`src/rtl/slr_deser_ctrl_if.sv`:
```
// rtl/slr_deser_ctrl_if.sv - word handshake interface between deserializer and consumer
interface slr_deser_ctrl_if #(
  parameter int WIDTH = 8
);
  logic [WIDTH-1:0] out_data;
  logic             out_valid;
  logic             out_ready;

  modport master (
    output out_data,
    output out_valid,
    input  out_ready
  );

  modport slave (
    input  out_data,
    input  out_valid,
    output out_ready
  );
endinterface

```
`src/rtl/slr_deser_ctrl.sv`:
```
// rtl/slr_deser_ctrl.sv - bit-period paced serial-to-parallel deserializer sequencer
module slr_deser_ctrl #(
  parameter int WIDTH = 8,
  parameter int DIV   = 4
) (
  input  logic              clk,
  input  logic              rst,
  input  logic              start,
  input  logic              cont,
  input  logic              sin,
  input  logic              clr_ovr,
  output logic              busy,
  output logic              overrun,
  slr_deser_ctrl_if.master  word
);

  localparam int CNT_W = (DIV > 1) ? $clog2(DIV) : 1;
  localparam int BIT_W = $clog2(WIDTH);
  localparam logic [CNT_W-1:0] DIV_LAST = CNT_W'(DIV - 1);
  localparam logic [BIT_W-1:0] BIT_LAST = BIT_W'(WIDTH - 1);

  typedef enum logic {IDLE, SHIFT} state_t;

  state_t           state;
  state_t           state_nxt;
  logic [CNT_W-1:0] div_cnt;
  logic [BIT_W-1:0] bit_cnt;
  logic [WIDTH-1:0] sr;
  logic [WIDTH-1:0] sr_nxt;
  logic             sample;
  logic             frame_end;

  // Next state plus sample/frame-end strobes; the shifted value is shared by the
  // shift register and the output word so the last bit lands in both at once.
  always_comb begin
    state_nxt = state;
    sample    = 1'b0;
    frame_end = 1'b0;
    sr_nxt    = {sin, sr[WIDTH-1:1]};
    case (state)
      IDLE: begin
        if (start) state_nxt = SHIFT;
      end
      SHIFT: begin
        sample    = (div_cnt == DIV_LAST);
        frame_end = sample && (bit_cnt == BIT_LAST);
        if (frame_end && !cont) state_nxt = IDLE;
      end
      default: state_nxt = IDLE;
    endcase
  end

  // State register
  always_ff @(posedge clk) begin
    if (rst) state <= IDLE;
    else     state <= state_nxt;
  end

  // Bit-period divider, bit counter and shift register; counters sit at zero in
  // IDLE so frame entry always starts a fresh bit period.
  always_ff @(posedge clk) begin
    if (rst) begin
      div_cnt <= '0;
      bit_cnt <= '0;
      sr      <= '0;
    end else if (state == IDLE) begin
      div_cnt <= '0;
      bit_cnt <= '0;
    end else begin
      div_cnt <= sample ? '0 : div_cnt + CNT_W'(1);
      if (sample) begin
        sr      <= sr_nxt;
        bit_cnt <= frame_end ? '0 : bit_cnt + BIT_W'(1);
      end
    end
  end

  // Output word handshake and sticky overrun; a drop at the same edge as
  // clr_ovr keeps overrun set because the set is evaluated last.
  always_ff @(posedge clk) begin
    if (rst) begin
      word.out_data  <= '0;
      word.out_valid <= 1'b0;
      overrun        <= 1'b0;
    end else begin
      if (clr_ovr) overrun <= 1'b0;
      if (frame_end) begin
        if (!word.out_valid || word.out_ready) begin
          word.out_data  <= sr_nxt;
          word.out_valid <= 1'b1;
        end else begin
          overrun <= 1'b1;
        end
      end else if (word.out_valid && word.out_ready) begin
        word.out_valid <= 1'b0;
      end
    end
  end

  assign busy = (state == SHIFT);

endmodule

```
`src/flat_wrapper.sv`:
```
// flat-port wrapper written by rule: the top's interface ports become plain ports
module slr_deser_ctrl_flat 
#(
  parameter int WIDTH = 8,
  parameter int DIV   = 4
)
  (clk, rst, start, cont, sin, clr_ovr, busy, overrun, word_out_data, word_out_valid, word_out_ready);
  slr_deser_ctrl_if #(.WIDTH(WIDTH)) word_i ();
  input  logic clk;
  input  logic rst;
  input  logic start;
  input  logic cont;
  input  logic sin;
  input  logic clr_ovr;
  output logic busy;
  output logic overrun;
  output wire logic [$bits(word_i.out_data)-1:0] word_out_data;
  output wire logic [$bits(word_i.out_valid)-1:0] word_out_valid;
  input wire logic [$bits(word_i.out_ready)-1:0] word_out_ready;
  assign word_out_data = word_i.out_data;
  assign word_out_valid = word_i.out_valid;
  assign word_i.out_ready = word_out_ready;
  slr_deser_ctrl #(.WIDTH(WIDTH), .DIV(DIV)) u_core (.clk(clk), .rst(rst), .start(start), .cont(cont), .sin(sin), .clr_ovr(clr_ovr), .busy(busy), .overrun(overrun), .word(word_i));
endmodule
```
`config.mk`:
```
export PLATFORM = sky130hd
export DESIGN_NAME = slr_deser_ctrl_flat
export DESIGN_NICKNAME = d
export VERILOG_FILES = /design/src/rtl/slr_deser_ctrl_if.sv /design/src/rtl/slr_deser_ctrl.sv /design/src/flat_wrapper.sv
export SDC_FILE = /design/constraint.sdc
export NUM_CORES = 1
export LEC_CHECK = 0
export CAP_MARGIN = 20
export CELL_PAD_IN_SITES_DETAIL_PLACEMENT = 0
export CELL_PAD_IN_SITES_GLOBAL_PLACEMENT = 2
export CORE_MARGIN = 3
export CORE_UTILIZATION = 32
export CTS_BUF_LIST = sky130_fd_sc_hd__clkbuf_2 sky130_fd_sc_hd__clkbuf_4 sky130_fd_sc_hd__clkbuf_8
export DETAILED_ROUTE_END_ITERATION = 6
export PLACE_DENSITY_LB_ADDON = 0.25
export SLEW_MARGIN = 20
export SYNTH_ARGS = -nofsm -noshare
export SYNTH_HDL_FRONTEND = slang
export SYNTH_SLANG_ARGS = --single-unit
export TNS_END_PERCENT = 10
```
`constraint.sdc`:
```
create_clock -name clk -period 1.5 [get_ports clk]
set_input_delay 0.3 -clock clk [delete_from_list [all_inputs] [get_ports clk]]
set_output_delay 0.3 -clock clk [all_outputs]
set_load 0.005 [all_outputs]
```
==> results by group, run 1 <==
Critical path
  • Crit end category: output port
  • CP peak stage delay: 0.49 ns
  • Buf/Inv on CP: 1
  • CP cell instances: clkdlybuf4s50_1
  • WS Path Type: flip-flop to output port
  • Cell family with most CP delay: buffers and inverters
  • CP startpoint kind: flip-flop
  • RR Startpoint: u_core.bit_cnt[0]$_SDFFE_PP0P_
  • CP max-delay cell: clkdlybuf4s50_1
  • Critical R2R Capture: u_core.word.out_data[7]$_SDFFE_PP0P_
  • Setup crit start: u_core.word.out_data[0]$_SDFFE_PP0P_
  • CP required: 1.20 ns
  • Worst path arrival time: 1.14 ns
  • Flop-to-flop setup slack: 0.18 ns
  • Highest net fanout along the worst path: 2
  • Worst Reg-to-Reg Cells: 5

GRT
  • Grt ovf: 0
  • First-pass GRT wire length: 3.12 mm
  • Largest net degree at the start of global routing: 17
  • Global Route Usage Sum: 11.4%
  • Grt met2 use: 20.0%
  • Vias in the first global route: 719
  • GR Layer Usage met1: 12.7%
  • Global route hottest layer: met2
  • Initial antenna violation count: 0
  • Met3 usage: 4.47%

Detailed routing
  • ANT nets after route: 0
  • Drt wl/cell: 11.3 um
  • Via-per-instance ratio: 4.82
  • Detailed Route WL: 1.75 mm
  • Drt pass-1 iters: 2
  • DR iter-0 viols: 10
  • Post-route DRC: 0
  • Routed via count: 743

Timing
  • Clock skew: 0.0101 ns
  • F_max: 693 MHz
  • # setup viols final: 0
  • Slew HR: 85.0%
  • Fin crit share: 96.2%
  • RSZ-0062 raised after global routing: yes
  • Hold Violations, Final: 0
  • Hold slack: 0.438 ns
  • Max-slew violation count: 0
  • Tmin final: 1.44 ns
  • Least-Margin Pin Slew: 0.224 ns

Synthesis
  • Synth area leaders: dfxtp_1 48%, nand2b_1 13%, mux2i_1 9.4%, a21oi_1 5.2%, ha_1 3.9%
  • Area share of the largest cell type after synthesis: 47.9%
  • Syn Inst Count: 100
  • Cell Area, Synth: 962 sq um
  • Avg Synthesized Cell Area: 9.62 sq um
  • Yosys top cell by area: dfxtp_1
  • Warnings, synthesis: 0
  • Register bit total from synthesis: 23
  • Sequential-to-total area share from yosys stat: 47.9%
  • Post-synth net total: 110
  • Synth cell types: 20

Placed design
  • Placed Area: 1200 sq um
  • Routability cong.: 0.633
  • Post-DP HPWL: 1.28 mm
  • IO Port Bufs: 17

Die
  • Die X: 60.8 um
  • Cell row count: 19
  • Die Y: 60.8 um
  • Initial Utilization: 34.3%
  • Core ar.: 2810 sq um
  • Die area: 3700 sq um
  • I/O pin count: 18

Pwr
  • Power Total: 0.956 mW
  • PwrDens: 759 nW/um^2
  • Leak Pwr: 0.582 nW
  • Peak VDD IR: 0.441 mV

Clock network
  • Clock Sinks: 23
  • Clk root buf: clkbuf_4
  • CTS tree: done
  • Num CTS Buffers: 3
  • CTS clk-pin slew, worst paths: 0.13 ns
  • Max Root-Sink Buffers: 2
  • Htree depth: 1
  • Worst-Skew Late Latency: 0.31 ns

Status
  • Status: finished clean

Cells and area
  • Fin util: 44.9%
  • Fillcell total: 304
  • Share of cells above drive strength 1: 19.5%
  • Area Growth Syn to Fin: 30.9%
  • Fin nets: 134
  • Post-route design area: 1260 sq um
  • Ant. Diodes: 0

Job
  • MaxCap Viol Count: 0

Hold path
  • HP Start: u_core.div_cnt[0]$_SDFF_PP0_
  • Hold crit path type: flip-flop to flip-flop
  • Min-Delay Endpoint: u_core.div_cnt[0]$_SDFF_PP0_
  • Cell depth of the worst hold path: 1
## stage by stage
stage | cells | setup slack, ns | TNS, ns
global route | 154 | -0.0128 | -0.0128
finish | 154 | 0.0565 | 0
global placement | 150 | 0.0227 | 0
detailed placement | 150 | -0.0383 | -0.134
floorplan | 100 | 0.245 | 0
CTS | 154 | 0.000684 | 0
## synthesized netlist by cell type, drive strengths merged
cell    instances
nor2            5
nand2b         20
nand4           1
nand4b          1
ha              3
o21ai           1
nand3b          2
nand2           8
nor3b           1
dfxtp          23
nor2b           1
a21oi          10
nand3           8
buf             5
nor3            1
and2b           1
mux2i           9
## timing repair
item                       in CTS  in global routing
resized for setup               1                 19
buffers inserted                0                  0
hold buffers                    0                  0
setup endpoints to repair       1                 11
pin swaps                       0                  0
## cells by family after synthesis
group           share of synthesized area [%]
compound gates                           5.72
fa+ha+maj                                3.90
buf+inv                                  2.86
flops                                    47.9
mux                                      9.36
simple gates                             30.3
## flip-flops by register name, summed over array words and instances, names as in the netlist
| register | cells |
|---|---|
| u_core.overrun | 1 |
| u_core.word.out_data | 8 |
| u_core.sr | 7 |
| u_core.word.out_valid | 1 |
| u_core.bit_cnt | 3 |
| u_core.div_cnt | 2 |
| u_core.busy | 1 |
## metal layers
| metal | up-vias | part of all wire [%] |
|---|---|---|
| met5 | - | 0 |
| met4 | 0 | 0.97 |
| met3 | 2 | 4.2 |
| met2 | 11 | 49 |
| met1 | 347 | 45 |
| li1 | 383 | - |
## cells in the final DEF (no fill, tap or decap)
| cell | n |
|---|---|
| nand2b_1 | 20 |
| dfxtp_1 | 12 |
| dfxtp_2 | 11 |
| a21oi_1 | 10 |
| mux2i_1 | 9 |
| dlymetal6s2s_1 | 9 |
| nand2_1 | 8 |
| clkdlybuf4s50_1 | 8 |
| nand3_1 | 7 |
| buf_4 | 7 |
| nor2_1 | 4 |
| ha_1 | 3 |
| clkbuf_4 | 3 |
| nand3b_1 | 2 |
| and2b_1 | 1 |
| nand3_2 | 1 |
| nor2_8 | 1 |
| nand4_1 | 1 |
| nor2b_1 | 1 |
| nor3b_1 | 1 |
| nand4b_1 | 1 |
| o21ai_1 | 1 |
| nor3_1 | 1 |
| clkinv_2 | 1 |
## where the power goes
group	total (mW)	internal [mW]	switching (mW)
Clock	0.283	0.0995	0.183
Sequential	0.617	0.615	0.00196
Combinational	0.0563	0.0328	0.0235
Total	0.956	0.747	0.209
## worst max-delay path by stage
stage                                      endpoint  slack, ns  cells after the start
2_1_floorplan  u_core.word.out_data[0]$_SDFFE_PP0P_       0.24                      5
3_5_place_dp   u_core.word.out_data[7]$_SDFFE_PP0P_      -0.04                      4
6_report                           word_out_data[0]       0.06                      1
3_3_place_gp   u_core.word.out_data[0]$_SDFFE_PP0P_       0.02                      4
4_1_cts                            word_out_data[6]     0.0007                      1
5_1_grt                            word_out_data[0]      -0.01                      1
## final cells by class
cell class,count,area (sq um),area share [%]
sequential,23,474,37.6
multi-input combinational,72,474,37.6
timing repair buffer,24,245,19.5
clock buffer,3,22.5,1.79
tap,31,38.8,3.08
clock inverter,1,5.00,0.397
Power figures use the tool's default switching activity.
==> inputs of run 2 (changes only) <==
--- a/config.mk
+++ b/config.mk
@@ -12,7 +12,7 @@
 export CORE_UTILIZATION = 32
 export CTS_BUF_LIST = sky130_fd_sc_hd__clkbuf_2 sky130_fd_sc_hd__clkbuf_4 sky130_fd_sc_hd__clkbuf_8
 export DETAILED_ROUTE_END_ITERATION = 6
-export PLACE_DENSITY_LB_ADDON = 0.25
+export PLACE_DENSITY_LB_ADDON = 0.3
 export SLEW_MARGIN = 20
 export SYNTH_ARGS = -nofsm -noshare
 export SYNTH_HDL_FRONTEND = slang
==> results by group, run 2 (synthesis gave the netlist of run 1 again) <==
Status
  • Status: finished clean

Cells and area
  • Commonest non-fill, non-tap cell in the layout: nand2b_1
  • Ant. Diodes: 0 (unchanged)
  • Top flop regs: u_core.word.out_data (8), u_core.sr (7), u_core.bit_cnt (3)
  • Post-route design area: 1240 sq um (-1.4%)
  • Finished Layout Cells: 152 (-1.3%)
  • Fin nets: 132 (-1.5%)
  • Area Growth Syn to Fin: 29.1%
  • Share of cells above drive strength 1: 16.5% (-3.0 points)
  • Max reg flops: 8 (unchanged)
  • Top reg by flops: u_core.word.out_data
  • Commonest cells after routing, fill and taps aside: 20 x nand2b_1, 14 x clkdlybuf4s50_1, 14 x dfxtp_1
  • Fillcell total: 290 (-4.6%)

Clock network
  • Htree depth: 1 (unchanged)
  • CTS tree: done
  • Worst-Skew Late Latency: 0.31 ns (about the same)
  • Num CTS Buffers: 3 (unchanged)
  • Max Root-Sink Buffers: 2 (unchanged)
  • Cts-stage hold buffer count: 0 (unchanged)
  • Clock Sinks: 23 (unchanged)
  • Clk root buf: clkbuf_4
  • CTS clk-pin slew, worst paths: 0.12 ns (about the same)

Detailed routing
  • DRT met1 WL: 876 um (+10%)
  • Routed via count: 730 (-1.7%)
  • WL met3: 53 um (-28%)
  • Via-per-instance ratio: 4.80 (-0.46%)
  • ANT nets after route: 0 (unchanged)
  • Drt pass-1 iters: 4 (+2)
  • Post-route DRC: 0 (unchanged)
  • Drt wl/cell: 11.5 um (+1.7%)
  • Detailed Route WL: 1.75 mm (+0.34%)
  • DR iter-0 viols: 9 (-1)
  • DR WL met2: 801 um (-7.0%)
  • Top Layer Used: met4

Pwr
  • Peak VDD IR: 0.450 mV (+2.0%)
  • Leak Pwr: 0.470 nW (-19%)
  • PwrDens: 788 nW/um^2 (+3.8%)

Placed design
  • Routability cong.: 0.628 (-0.79%)
  • Placed Area: 1190 sq um (-0.21%)
  • DP Cell Count: 148 (-1.3%)
  • IO Port Bufs: 17 (unchanged)

Critical path
  • CP max-delay cell: clkdlybuf4s50_1
  • Cell family with most CP delay: buffers and inverters
  • CP startpoint kind: flip-flop
  • WS Path Type: flip-flop to output port
  • CP peak stage delay: 0.50 ns (about the same)
  • Buf/Inv on CP: 1 (unchanged)
  • CP cell instances: clkdlybuf4s50_1
  • Highest net fanout along the worst path: 2 (unchanged)
  • CP required: 1.20 ns (about the same)
  • Crit end category: output port
  • Worst path arrival time: 1.15 ns (about the same)
  • Flop-to-flop setup slack: 0.17 ns (about the same)

Timing
  • # setup viols final: 0 (unchanged)
  • Slew HR: 84.6% (-0.48 points)
  • Hold slack: 0.434 ns (-0.00382 ns)
  • Tmin final: 1.45 ns (+0.00901 ns)
  • F_max: 688 MHz (-0.62%)
  • RSZ-0062 raised after global routing: no
  • Setup TNS: 0 ns (unchanged)
  • Fin crit share: 96.8% (+0.60 points)
  • Clock skew: 0.00465 ns (-0.00543 ns)
  • Max-slew violation count: 0 (unchanged)
  • Least-Margin Pin Slew: 0.232 ns (+0.00772 ns)
  • Hold Violations, Final: 0 (unchanged)

GRT
  • Initial antenna violation count: 0 (unchanged)
  • Vias in the first global route: 691 (-3.9%)
  • Global Route Usage Sum: 10.9% (-0.54 points)
  • Grt ovf: 0 (unchanged)
  • First-pass GRT wire length: 2.99 mm (-4.2%)
  • Largest net degree at the start of global routing: 27 (+10)

Hold path
  • Hold crit path type: flip-flop to flip-flop

Die
  • Initial Utilization: 34.3% (unchanged)
  • Die Y: 60.8 um (unchanged)
  • Die area: 3700 sq um (unchanged)
  • I/O pin count: 18 (unchanged)
  • Core ar.: 2810 sq um (unchanged)
  • Die X: 60.8 um (unchanged)
  • Cell row count: 19 (unchanged)

Job
  • MaxCap Viol Count: 0 (unchanged)
## run 2: where the power goes
group | leakage [nW] | total [mW] | switching, mW | internal (mW)
Clock | 0.0184 | 0.302 | 0.181 | 0.122
Combinational | 0.261 | 0.0596 | 0.0245 | 0.0351
Sequential | 0.190 | 0.617 | 0.00193 | 0.615
## run 2: final cells by class
class,instances,area [sq um],share of cell area [%]
Sequential cell,23,472,38.0
Multi-Input combinational cell,72,474,38.2
Clock buffer,4,30.0,2.42
Tap cell,31,38.8,3.12
Timing Repair Buffer,22,228,18.3
## run 2: metal layers
metal,GRT usage (%),up-vias
met5,0,-
met4,5.57,0
met3,2.55,2
met2,16.6,10
met1,14.3,334
li1,-,384
## run 2: timing repair
action,4_1_cts,5_1_grt
buffers inserted,0,0
endpoints found under the setup margin,1,9
gates resized for setup,1,11
## run 2: metrics by stage
step                      setup slack (ns)  utilization [%]  power [mW]
after global routing              0.000548             44.3        1.02
after floorplan                      0.245                -       0.657
final                               0.0475             44.3       0.979
after CTS                          0.00967             43.7       0.998
after global placement              0.0129             42.6       0.691
after detailed placement           -0.0333             42.6       0.691
## run 2: path summary, 6_finish.rpt
path / start / end / cells past startpoint
max: u_core.overrun$_SDFF_PP0_ / overrun / 1
min: u_core.div_cnt[0]$_SDFF_PP0_ / u_core.div_cnt[0]$_SDFF_PP0_ / 1
max reg2reg: u_core.bit_cnt[0]$_SDFFE_PP0P_ / u_core.word.out_data[5]$_SDFFE_PP0P_ / 5
min reg2reg: u_core.div_cnt[0]$_SDFF_PP0_ / u_core.div_cnt[0]$_SDFF_PP0_ / 1
